==> src/rtl/nmos_clk_pkg.sv <==
// rtl/nmos_clk_pkg.sv - shared state encoding and default timing for the NMOS two-phase clock generator
package nmos_clk_pkg;

   typedef enum logic [2:0] {
      ST_HALT = 3'd0,
      ST_P1   = 3'd1,
      ST_G1   = 3'd2,
      ST_P2   = 3'd3,
      ST_G2   = 3'd4
   } clk_state_e;

   localparam int DEF_PHI_CYC    = 3;
   localparam int DEF_GAP_CYC    = 1;
   localparam int DEF_RST_CYCLES = 4;
   localparam int DEF_CNT_W      = 32;

   function automatic int phi_period(input int phi_cyc, input int gap_cyc);
      return 2 * (phi_cyc + gap_cyc);
   endfunction

endpackage

==> src/rtl/nmos_clk_gen.sv <==
// rtl/nmos_clk_gen.sv - two-phase non-overlapping PHI1/PHI2 generator with register reset sequencer
// Single-cycle stepping from HALT is enabled by defining NMOS_CLK_STEP_EN.
module nmos_clk_gen
   import nmos_clk_pkg::*;
#(
   parameter int PHI_CYC    = DEF_PHI_CYC,
   parameter int GAP_CYC    = DEF_GAP_CYC,
   parameter int RST_CYCLES = DEF_RST_CYCLES,
   parameter int CNT_W      = DEF_CNT_W
) (
   input  logic             main_clk,
   input  logic             main_rst,
   input  logic             run,
   input  logic             step,
   output logic             phi1,
   output logic             phi2,
   output logic             nmos_rst,
   output logic             cyc_end,
   output logic             halted,
   output logic [CNT_W-1:0] cyc_cnt
);

   localparam int MAX_LD = (PHI_CYC > GAP_CYC) ? PHI_CYC : GAP_CYC;
   localparam int TMR_W  = (MAX_LD > 1) ? $clog2(MAX_LD) : 1;
   localparam logic [TMR_W-1:0] PHI_LD  = TMR_W'(PHI_CYC - 1);
   localparam logic [TMR_W-1:0] GAP_LD  = TMR_W'(GAP_CYC - 1);
   localparam logic [CNT_W-1:0] RST_CNT = CNT_W'(RST_CYCLES);

`ifdef NMOS_CLK_STEP_EN
   localparam logic STEP_EN = 1'b1;
`else
   localparam logic STEP_EN = 1'b0;
`endif

   if (PHI_CYC < 1) begin : g_bad_phi
      $error("nmos_clk_gen: PHI_CYC must be >= 1");
   end
   if (GAP_CYC < 1) begin : g_bad_gap
      $error("nmos_clk_gen: GAP_CYC must be >= 1");
   end

   clk_state_e       state_q, state_d;
   logic [TMR_W-1:0] tmr_q, tmr_d;
   logic             phi1_q, phi1_d;
   logic             phi2_q, phi2_d;
   logic             nmos_rst_q, nmos_rst_d;
   logic             cyc_end_q, cyc_end_d;
   logic             halted_q, halted_d;
   logic [CNT_W-1:0] cyc_cnt_q, cyc_cnt_d;

   logic tmr_done;
   logic g2_last;
   logic start;

   always_comb begin
      tmr_done = (tmr_q == '0);
      g2_last  = (state_q == ST_G2) && tmr_done;
      start    = run | (step & STEP_EN);

      state_d = state_q;
      tmr_d   = tmr_done ? tmr_q : tmr_q - 1'b1;

      case (state_q)
         ST_HALT: begin
            tmr_d = '0;
            if (start) begin
               state_d = ST_P1;
               tmr_d   = PHI_LD;
            end
         end
         ST_P1: if (tmr_done) begin
            state_d = ST_G1;
            tmr_d   = GAP_LD;
         end
         ST_G1: if (tmr_done) begin
            state_d = ST_P2;
            tmr_d   = PHI_LD;
         end
         ST_P2: if (tmr_done) begin
            state_d = ST_G2;
            tmr_d   = GAP_LD;
         end
         ST_G2: if (tmr_done) begin
            state_d = run ? ST_P1 : ST_HALT;
            tmr_d   = run ? PHI_LD : '0;
         end
         default: begin
            state_d = ST_HALT;
            tmr_d   = '0;
         end
      endcase

      // Outputs trail the state by one edge so every output is a plain flop.
      phi1_d     = (state_q == ST_P1);
      phi2_d     = (state_q == ST_P2);
      halted_d   = (state_q == ST_HALT);
      cyc_end_d  = g2_last;
      cyc_cnt_d  = cyc_cnt_q + CNT_W'(g2_last);
      nmos_rst_d = nmos_rst_q & (cyc_cnt_d != RST_CNT);
   end

   always_ff @(posedge main_clk) begin
      if (main_rst) begin
         state_q    <= ST_HALT;
         tmr_q      <= '0;
         phi1_q     <= 1'b0;
         phi2_q     <= 1'b0;
         nmos_rst_q <= 1'b1;
         cyc_end_q  <= 1'b0;
         halted_q   <= 1'b1;
         cyc_cnt_q  <= '0;
      end else begin
         state_q    <= state_d;
         tmr_q      <= tmr_d;
         phi1_q     <= phi1_d;
         phi2_q     <= phi2_d;
         nmos_rst_q <= nmos_rst_d;
         cyc_end_q  <= cyc_end_d;
         halted_q   <= halted_d;
         cyc_cnt_q  <= cyc_cnt_d;
      end
   end

   assign phi1     = phi1_q;
   assign phi2     = phi2_q;
   assign nmos_rst = nmos_rst_q;
   assign cyc_end  = cyc_end_q;
   assign halted   = halted_q;
   assign cyc_cnt  = cyc_cnt_q;

endmodule

==> config.mk <==
export PLATFORM = sky130hd
export DESIGN_NAME = nmos_clk_gen
export DESIGN_NICKNAME = d
export VERILOG_FILES = /design/src/rtl/nmos_clk_pkg.sv /design/src/rtl/nmos_clk_gen.sv
export SDC_FILE = /design/constraint.sdc
export NUM_CORES = 1
export LEC_CHECK = 0
export ABC_AREA = 1
export CAP_MARGIN = 20
export CORE_MARGIN = 5
export CORE_UTILIZATION = 40
export DETAILED_ROUTE_END_ITERATION = 8
export SYNTH_ARGS = -nofsm -noshare
export SYNTH_HDL_FRONTEND = slang
export SYNTH_SLANG_ARGS = --single-unit
==> constraint.sdc <==
create_clock -name main_clk -period 3.1 [get_ports main_clk]
set_input_delay 0.31 -clock main_clk [delete_from_list [all_inputs] [get_ports main_clk]]
set_output_delay 0.31 -clock main_clk [all_outputs]
set_load 0.005 [all_outputs]
-- After elaboration in Yosys (flattened, before gate mapping)
Index checks and enable logic that the tools add are counted.
W data, S select, Z words.
- register bits after elaboration: 42
- bits of input ports: 4
- output and inout port bits: 37
- word-level logic and storage cells: 38
- $add $sub $neg: 2
- equal/unequal tests: 10
- mux-type cells: 12
- bitwise gates (word level): 1
- reduce and logical (&&, ||, !) cells: 5
- operator list (operator ; count):
    $add A32 B1 Y32 ; 1
    $ne A32 B3 Y1 const B ; 1
    $mux W3 ; 5
    $pmux W3 S5 ; 1
    $mux W2 ; 4
    $pmux W2 S4 ; 1
    $eq A3 B2 Y1 const B ; 2
    $ne A2 B2 Y1 const B ; 3
    $reduce_and A5 Y1 ; 1
    $ne A2 B1 Y1 const B ; 2
    $eq A3 B1 Y1 const B ; 1
    $eq A3 B3 Y1 const B ; 1
    $logic_not A3 Y1 ; 1
    $logic_not A2 Y1 ; 1
    $reduce_or A2 Y1 ; 1
    $sub A2 B1 Y2 const B ; 1
    $and A1 B1 Y1 ; 1
    $logic_and A1 B1 Y1 ; 1
    $mux W1 ; 1

-- Longest topological paths before layout
- word-level depth: 5
- gate-level depth with buffers: 19
- gate-level depth less buffers: 19

-- Worst setup path before layout
No wires, ideal clock.
- path type: flip-flop to flip-flop
- start: register state_q[0]
- end: register nmos_rst_q, in the netlist nmos_rst
- setup time: 0.115 ns
- arrival time: 2.043 ns
- data required time: 2.985 ns
- path slack: 0.942 ns
- cell stages (with the launch flop): 20
- buffers on the path: 0
- clock period less this slack: 2.158 ns
- cells stage by stage: dfxtp_1 nor2_1 inv_1 nor2_1 inv_1 nor2_1 ha_1 nand2_2 nor2_8 nand2_4 nor2_4 nand2_1 nand2_1 nand2_1 nor2_1 nand2_1 nor2_1 nand3_1 nand2_1 nand2_1
- word-level cells in the longest chain between the ends: 5
- RTL lines (what ; RTL line ; RTL):
    start, declared ; nmos_clk_gen.sv:42 ; clk_state_e state_q, state_d;
    start signal, assigned ; nmos_clk_gen.sv:113 ; state_q <= state_d;
    $eq A3 B3 Y1 ; nmos_clk_gen.sv:57 ; g2_last = (state_q == ST_G2) && tmr_done;
    $logic_and A1 B1 Y1 ; nmos_clk_gen.sv:57 ;
    via cyc_end_d ; nmos_clk_gen.sv:47 ; logic cyc_end_q, cyc_end_d;
    $add A32 B1 Y32 ; nmos_clk_gen.sv:98 ; cyc_cnt_d = cyc_cnt_q + CNT_W'(g2_last);
    $ne A32 B3 Y1 ; nmos_clk_gen.sv:99 ; nmos_rst_d = nmos_rst_q & (cyc_cnt_d != RST_CNT);
    $and A1 B1 Y1 ; nmos_clk_gen.sv:99 ;
    end signal, assigned ; nmos_clk_gen.sv:117 ; nmos_rst_q <= nmos_rst_d;
    end, declared ; nmos_clk_gen.sv:46 ; logic nmos_rst_q, nmos_rst_d;
The timed path passes the listed nets, and every way through them passes these cells.
A chain may end at the register's enable or synchronous reset.

-- Worst setup path in the final report
Same ends and word-level chain as after synthesis.

==> impl_metrics.toml <==
[synthesis]
synth.most_common_cell = "nand2_1"
yosysUniqueCellTypes = 24
synth_nets = 379
synth_top_area_frac = 0.356
ys_seq_area_frac = 0.356
syn_area_per_cell_um2 = 6.38
syn_inst = 370
synth_area_leader_cell = "dfxtp_1"
ys.flop_type = "dfxtp_1"
yosys-top-cells-count = "122 x nand2_1, 69 x nor2_1, 42 x dfxtp_1"
synth_area_leaders = "dfxtp_1 36%, nand2_1 19%, nor2_1 11%"
syn-cell-area_um2 = 2360
ys_warn_count = 0
async_flop_share = 0
synth_edf_count = 0
yosys_register_bits = 42

[routing]
initialDrtViolationCount = 99
num_vias = 2320
drtPass1Iterations = 4
detail-route-antenna-nets = 0
drc = 0
routed_via_density = 4.73
routed_wl_um = 5860
wire_per_inst_um = 12.0

[setup_path]
path_cells = "nor2_1 > inv_1 > nor2_1 > inv_1 > nor2_1 > ha_1 > nand2_1 > nor2_1 > nand2_2 > nor2_4 > nand2_1 > nand2_1 > nand2_1 > nor2_1 > nand2_1 > nor2_1 > nand3_1 > nand2_1 > nand2_1"
reg2reg_slack_ps = 410
slowest_delay_ps = 360
r2r_cells = 19
cpMostUsedCell = "nand2_1"
end_kind = "flip-flop"
crit_family = "simple AND/OR/NAND/NOR gates"
crit_fanout = 7
slowest_stage = "dfxtp_1"
reg2reg_from = "state_q[0]$_SDFFE_PP0P_"
cp.arrival_ps = 2880
cp-start-kind = "flip-flop"
r2r_end = "nmos_rst$_SDFF_PP1_"
path_buf_inv = 2
critPathRequiredTime_ps = 3290
critPathKind = "reg -> reg"

[global_routing]
grt_pass1_wl_um = 10000
grt_pass1_vias = 2261
overflow = 0
grt_use_total = 0.167
antenna_found_initial = 0
grt_max_degree = 16

[clock_tree]
cts_tree = "yes"
cts_buffer_depth = 2
cts-root-buf = "clkbuf_8"
clkTransAtPathRegs_ps = 80
post_cts_buffers = 0
cts.sinks = 42
numCtsBuffers = 5
post_cts_resized = 0
cts_hold_buf = 0
htreeDepth = 2
clk_latency_ps = 300

[sta]
final-setup-viol-count = 0
fin_crit_sh = 0.869
tightest_slew_ps = 477
skew_ps = 5.77
slew_headroom = 0.681
fin_tns_setup_ps = 0
finalMaxSlewViolations = 0
fmax_ghz = 0.371
rsz0062_at_grt = "no"
finalHoldViolCount = 0
period_needed_ps = 2690

[layout]
drive_gt1_frac = 0.0578
finalNetCount = 423
n_antenna_cell = 0
area_growth_pct = 24.4

[floorplan]
initial_utilization = 0.406
coreArea_um2 = 5820
rows = 28
die-area_um2 = 7540
chipWidth_um = 86.9
die_h_um = 86.9
io_pins = 41

[power]
pwr-share-seq = 0.505
cell_internal_pwr_mw = 0.855
powerDensity_nw_per_um2 = 412
ir_drop_mv = 0.379
switchingPower_mw = 0.355
power_leakage_nw = 1.23
switching_share = 0.293
p_total_mw = 1.21
p_comb_frac = 0.185
clockPowerShare = 0.310

[worst_hold_path]
min_path_cells = 2
min_to = "nmos_rst$_SDFF_PP1_"
hp-start = "nmos_rst$_SDFF_PP1_"
hold_class = "reg -> reg"

[placed_design]
dp_hpwl_um = 4540
gp_congestion = 0.848
io_buffer_count = 39

[job]
cap_viol_max_count = 0

[status]
outcome = "complete, no violations"
power groups by stage:
stage               Clock [mW]  Sequential, mW  Combinational [mW]
CTS                      0.392           0.611               0.226
detailed placement           0           0.623               0.224
finish                   0.375           0.611               0.224
floorplan                    0           0.619               0.155
global route             0.411           0.617               0.264
global placement             0           0.621               0.226
tightest hold or removal path, delay by kind of cell (launching register included):
| kind | cells | cell delay (ps) |
|---|---|---|
| AND/OR/NAND/NOR | 2 | 100 |
| flip-flops | 1 | 310 |
cell type report:
class | count | area [um^2]
timing repair buffer | 41 | 405
tap | 75 | 93.8
multi-input combinational | 285 | 1360
clock buffer | 7 | 86.3
sequential | 42 | 841
inverter | 39 | 146
fill | 625 | 2880
clock inverter | 1 | 5.00
per-stage QoR:
step	area (um^2)	utilization	setup slack (ps)	cells	hold WS, ps
after floorplan	2360	-	942	370	441
after global placement	2850	0.489	504	482	434
after detailed placement	2850	0.489	456	482	437
after CTS	2940	0.505	390	490	456
after global routing	2940	0.505	33.1	490	507
final	2940	0.505	408	490	452
sequential cells by signal, summed over array words and instances (netlist names):
signal / flops
phi2: 1
state_q: 3
halted: 1
tmr_q: 2
nmos_rst: 1
phi1: 1
cyc_end: 1
cyc_cnt: 32
cell families after synthesis:
| kind of cell | after synthesis | synth area share |
|---|---|---|
| flops | 42 | 0.356 |
| simple gates | 239 | 0.453 |
| fa+ha+maj | 5 | 0.0265 |
| xor+xnor | 4 | 0.0148 |
| buf+inv | 43 | 0.0683 |
| compound gates | 37 | 0.0810 |
metal layers:
layer | vias up | track usage | wire length, um
li1 | 1252 | - | -
met1 | 1020 | 0.213 | 2810
met2 | 41 | 0.288 | 2770
met3 | 7 | 0.0322 | 225
met4 | 0 | 0.0425 | 58
met5 | - | 0 | 0
placed cells by master, fill, tap and decap left out:
| cell type | n |
|---|---|
| nor2_1 | 69 |
| nand2_2 | 2 |
| nand4_1 | 5 |
| dfxtp_1 | 42 |
| nor2_4 | 5 |
| a21oi_1 | 24 |
| nand3b_1 | 12 |
| nand2_4 | 3 |
| nand3_2 | 1 |
| buf_4 | 2 |
| or2_2 | 1 |
| o21ai_0 | 9 |
| clkbuf_8 | 6 |
| o21ai_1 | 2 |
| clkdlybuf4s50_1 | 39 |
| clkinv_2 | 1 |
| clkbuf_1 | 1 |
| xnor2_1 | 4 |
| o211a_1 | 1 |
| nand3_1 | 12 |
| and2_1 | 1 |
| inv_1 | 39 |
| a31oi_1 | 1 |
| nor2_8 | 1 |
| nor3_1 | 3 |
| nor2_2 | 2 |
| ha_1 | 5 |
| nand2_1 | 122 |
worst max path at each step:
stage / startpoint / end / depth (start not counted)
after floorplan: state_q[0]$_SDFFE_PP0P_ / nmos_rst$_SDFF_PP1_ / 19
final: state_q[0]$_SDFFE_PP0P_ / nmos_rst$_SDFF_PP1_ / 19
after CTS: state_q[0]$_SDFFE_PP0P_ / nmos_rst$_SDFF_PP1_ / 17
after global placement: state_q[0]$_SDFFE_PP0P_ / nmos_rst$_SDFF_PP1_ / 17
after global routing: state_q[0]$_SDFFE_PP0P_ / nmos_rst$_SDFF_PP1_ / 17
after detailed placement: state_q[0]$_SDFFE_PP0P_ / nmos_rst$_SDFF_PP1_ / 17
(Power assumes the default switching activity.)
